`config.mk`:
```
export PLATFORM = sky130hd
export DESIGN_NAME = stopwatch_counter
export DESIGN_NICKNAME = d
export VERILOG_FILES = /design/src/rtl/stopwatch_counter.sv
export SDC_FILE = /design/constraint.sdc
export NUM_CORES = 1
export LEC_CHECK = 0
export ABC_AREA = 1
export CAP_MARGIN = 10
export CORE_MARGIN = 2
export CORE_UTILIZATION = 51
export DETAILED_ROUTE_END_ITERATION = 12
export PLACE_DENSITY = 0.87
export SLEW_MARGIN = 20
export SYNTH_ARGS = -nofsm -noshare
export SYNTH_HDL_FRONTEND = slang
export SYNTH_SLANG_ARGS = --single-unit
```
`constraint.sdc`:
```
create_clock -name clk -period 3 [get_ports clk]
set_input_delay 0.6 -clock clk [delete_from_list [all_inputs] [get_ports clk]]
set_output_delay 0.6 -clock clk [all_outputs]
set_load 0.02 [all_outputs]
```
`src/rtl/stopwatch_counter.sv`:
```
// ---------------------------------------------------------------------------
// stopwatch_counter
//
// BCD minutes:seconds time base feeding the seven-segment display stage.
// Counting is advanced by one-cycle enable strobes in the single clk domain.
// Supports pause/resume and an adjust mode that fast-increments either the
// minutes or the seconds field.
//
// Optional build macro:
//   STOPWATCH_SATURATE_EN - when defined, normal counting stops at
//                           MAX_MIN:59 and forces PAUSED instead of wrapping.
//
// Parameters:
//   MAX_MIN      - highest minutes value before wrap (1..99)
//   INIT_RUNNING - state after reset: 1 = RUN, 0 = PAUSED
//
// Ports:
//   clk      - system clock
//   rst      - synchronous, active-high reset (highest priority)
//   tick_1hz - 1 Hz strobe, normal counting
//   tick_2hz - 2 Hz strobe, adjust increments
//   pause    - one-cycle pulse, toggles RUN/PAUSED
//   adj      - level, 1 = adjust mode
//   sel      - level, adjust field: 1 = seconds, 0 = minutes
//   s0, s1   - seconds ones/tens BCD digits
//   m0, m1   - minutes ones/tens BCD digits
//   running  - 1 while in RUN
// ---------------------------------------------------------------------------
module stopwatch_counter #(
    parameter int unsigned MAX_MIN      = 59,
    parameter bit          INIT_RUNNING = 1'b1
) (
    input  logic       clk,
    input  logic       rst,
    input  logic       tick_1hz,
    input  logic       tick_2hz,
    input  logic       pause,
    input  logic       adj,
    input  logic       sel,
    output logic [3:0] s0,
    output logic [3:0] s1,
    output logic [3:0] m0,
    output logic [3:0] m1,
    output logic       running
);

`ifdef STOPWATCH_SATURATE_EN
    localparam bit SatEn = 1'b1;
`else
    localparam bit SatEn = 1'b0;
`endif

    // MAX_MIN split into BCD digits once, at elaboration.
    localparam logic [3:0] MaxM1 = 4'(MAX_MIN / 10);
    localparam logic [3:0] MaxM0 = 4'(MAX_MIN % 10);

    typedef enum logic {
        StPaused = 1'b0,
        StRun    = 1'b1
    } state_e;

    localparam state_e StReset = INIT_RUNNING ? StRun : StPaused;

    state_e     state_q, state_d;
    logic [3:0] s0_q, s0_d;
    logic [3:0] s1_q, s1_d;
    logic [3:0] m0_q, m0_d;
    logic [3:0] m1_q, m1_d;

    logic       sec_at_max;
    logic       min_at_max;
    logic       run_tick;
    logic       sat_hit;
    logic [3:0] s0_inc, s1_inc, m0_inc, m1_inc;

    always_comb begin
        s0_d    = s0_q;
        s1_d    = s1_q;
        m0_d    = m0_q;
        m1_d    = m1_q;
        state_d = state_q;

        sec_at_max = (s1_q == 4'd5) && (s0_q == 4'd9);
        min_at_max = (m1_q == MaxM1) && (m0_q == MaxM0);

        // Incremented field values, shared by normal counting and adjust.
        s0_inc = (s0_q == 4'd9) ? 4'd0 : s0_q + 4'd1;
        s1_inc = (s0_q != 4'd9) ? s1_q :
                 (s1_q == 4'd5) ? 4'd0 : s1_q + 4'd1;
        m0_inc = min_at_max       ? 4'd0 :
                 (m0_q == 4'd9)   ? 4'd0 : m0_q + 4'd1;
        m1_inc = min_at_max       ? 4'd0 :
                 (m0_q == 4'd9)   ? m1_q + 4'd1 : m1_q;

        // Tick qualified by the state before any pause toggle this cycle.
        run_tick = !adj && (state_q == StRun) && tick_1hz;
        sat_hit  = SatEn && run_tick && sec_at_max && min_at_max;

        if (adj) begin
            // Adjust: only the selected field moves, seconds never carry.
            if (tick_2hz) begin
                if (sel) begin
                    s0_d = s0_inc;
                    s1_d = s1_inc;
                end else begin
                    m0_d = m0_inc;
                    m1_d = m1_inc;
                end
            end
        end else if (run_tick && !sat_hit) begin
            s0_d = s0_inc;
            s1_d = s1_inc;
            if (sec_at_max) begin
                m0_d = m0_inc;
                m1_d = m1_inc;
            end
        end

        if (pause) begin
            state_d = (state_q == StRun) ? StPaused : StRun;
        end
        if (sat_hit) begin
            state_d = StPaused;
        end
    end

    always_ff @(posedge clk) begin
        if (rst) begin
            s0_q    <= 4'd0;
            s1_q    <= 4'd0;
            m0_q    <= 4'd0;
            m1_q    <= 4'd0;
            state_q <= StReset;
        end else begin
            s0_q    <= s0_d;
            s1_q    <= s1_d;
            m0_q    <= m0_d;
            m1_q    <= m1_d;
            state_q <= state_d;
        end
    end

    assign s0      = s0_q;
    assign s1      = s1_q;
    assign m0      = m0_q;
    assign m1      = m1_q;
    assign running = (state_q == StRun);

endmodule

```
==> metrics.md <==
| Metric | Value |
|---|---|
| Post-Syn Area per Cell | 7.10 µm² |
| Share of cells above drive strength 1 | 0.146 |
| Crit path max fanout | 5 |
| Total track usage | 0.209 |
| Fin crit share | 0.655 |
| Die height | 46.7 µm |
| Synth cell types | 25 |
| Fill count | 143 |
| # hold bufs at CTS | 0 |
| Vias/cell | 4.87 |
| Post-route ant nets | 0 |
| Clock power share | 0.298 |
| WP data required | 2400 ps |
| Final Non-Filler Cells | 182 |
| Clk slew on worst S/H paths | 100 ps |
| Die X | 46.7 µm |
| TritonCTS clock tree | done |
| Final setup viols | 0 |
| Placed cell count | 178 |
| Cell Pwr Density | 342 nW/µm² |
| Post-Place Setup Slack | 956 ps |
| Layout area overhead | 30.4% |
| CP cell instances | clkdlybuf4s50_1 |
| Relative slew slack | 0.764 |
| Register area | 340 µm² |
| Synth async-reset ratio | 0 |
| Top Ports | 24 |
| Top post-synthesis cells by count | nand2_1, dfxtp_1, nor2_1 |
| Buf/Inv on CP | 1 |
| H-Tree Depth | 1 |
| CTS root buf | clkbuf_4 |
| Power Internal | 0.000307 W |
| Die area | 2180 µm² |
| FF+latch count, synth | 17 |
| Setup tns final | 0 ps |
| Number of flops mapped to enable cells by yosys | 0 |
| F_max | 509 MHz |
| Cell taking the most area after synthesis | dfxtp_1 |
| CTS sink cnt | 17 |
| DR vias | 886 |
| First-pass GRT wire length | 3170 µm |
| Post-synthesis cell count | 131 |
| Dpl hpwl | 1530 µm |
| Initial DRT Pass Iterations | 4 |
| Wire per inst | 10.5 µm |
| Critical path capture point type | output pin |
| Largest buffer count on any clock path | 2 |
| Post-CTS setup buffer count | 0 |
| Core Area | 1730 µm² |
| Area of the multi-input gates | 508 µm² |
| Max cap viols | 0 |
| Starting density of the core | 0.538 |
| Worst VDD drop | 0.265 mV |
| FF-to-FF setup slack | 1720 ps |
| Seq pwr share | 0.569 |
| DRC | 0 |
| Combinational share of power | 0.133 |
| Setup ws final | 1030 ps |
| Leakage | 0.477 nW |
| Grt ovf | 0 |
| Max-slew violation count | 0 |
| ANT cells | 0 |
| Min cycle time layout | 1970 ps |
| Syn nets | 140 |
| Fin nets | 167 |
| CTS buffer count | 3 |
| Worst path max stage delay | 640 ps |
| Synth Flop Type | dfxtp_1 |
| Synth top area cells | dfxtp_1, nand2_1, nor2_1 |
| Slew @ Worst Pin | 352 ps |
| PortBufs | 23 |
| Net Sw Power | 0.000108 W |
| Worst path top cell family by delay | buffers and inverters |
| Antenna violations before repair | 0 |
| Routability cong. | 0.786 |
| Detailed Route WL | 1900 µm |
| Number of DRC markers in iteration 0 | 5 |
| YS warnings | 0 |
| Top-count cell post-synth | nand2_1 |
| Sw Ratio | 0.261 |
| Clk_lat worst skew | 290 ps |
| Power consumption | 0.000415 W |
| Critical Path AT | 1370 ps |
| Min-Delay Path Class | reg2reg |
| Largest net degree at the start of global routing | 11 |
| Critical path type | reg2out |
| Unrepaired setup endpoints after global routing | no |
| Post-CTS Resized | 0 |
| Final hold violations | 0 |
| Setup Skew | 0.989 ps |
| Final cell utilization of the core | 0.702 |
| Post-synth top area share | 0.366 |
| Startpoint types | flop |
| Crit-path slowest cell | clkdlybuf4s50_1 |
| Sequential fraction of the synthesis area | 0.366 |
| Vias in the first global route | 830 |
| Mapped Area | 930 µm² |
| Row count | 15 |
| Outcome | complete, no violations |
-- area by class of cell --
class / count / share of cell area
Multi-Input combinational cell: 93 / 0.419
Timing Repair Buffer: 23 / 0.190
Tap cell: 25 / 0.0258
Sequential cell: 17 / 0.281
Clock buffer: 4 / 0.0217
Inverter: 20 / 0.0630
-- cell usage in the layout (no fill, tap or decap), types with 2 or more instances in the layout --
cell type and n:
nand2_4 2, dfxtp_1 17, nand2_1 29, nand3_1 7, inv_1 14, clkbuf_4 3, nor2_1 15, clkdlybuf4s50_1 23
nand2_2 5, a21oi_1 9, nand4_1 4, ha_1 2, inv_2 4, o21ai_0 6, nor2_2 3, xor2_1 3
-- kinds of logic after synthesis --
logic type	share of synthesized area
xor+xnor	0.0377
compound gates	0.114
flops	0.366
buf+inv	0.0875
fa+ha+maj	0.0269
simple gates	0.367
-- flip-flops by register name, indices dropped and copies added (netlist names) --
name and flops:
m0 4, s0 4, running 1, m1 4
s1 4
-- path summary, 6_finish.rpt --
kind / start / end / cells past startpoint
max: m1[0] / m1[0] / 1
min: s0[1] / s0[2] / 2
max reg2reg: m1[0] / m1[3] / 6
min reg2reg: s0[1] / s0[2] / 2
-- worst min-delay path, stage by stage (launching register included) --
cell and delay (ps):
dfxtp_1 350, nand2_1 80, a21oi_1 50
-- power groups by stage --
stage          clock network [W]  registers (W)  logic (W)
2_1_floorplan                  0       0.000246  0.0000271
3_3_place_gp                   0       0.000241  0.0000546
3_5_place_dp                   0       0.000241  0.0000555
4_1_cts                 0.000128       0.000236  0.0000557
5_1_grt                 0.000137       0.000237  0.0000606
6_report                0.000123       0.000236  0.0000553
-- metal layers --
layer	vias to the layer above	routed length [µm]	track usage
met2	16	957	0.367
li1	470	-	-
met4	0	31	0.133
met1	396	861	0.226
met3	4	53	0.0392
met5	-	0	0
-- stage by stage --
step           hold slack (ps)  area, µm²
3_5_place_dp               510       1190
2_1_floorplan              563        930
3_3_place_gp               487       1190
6_report                   517       1210
5_1_grt                    546       1210
4_1_cts                    521       1210
No activity file was read; power rests on OpenSTA's default activity.
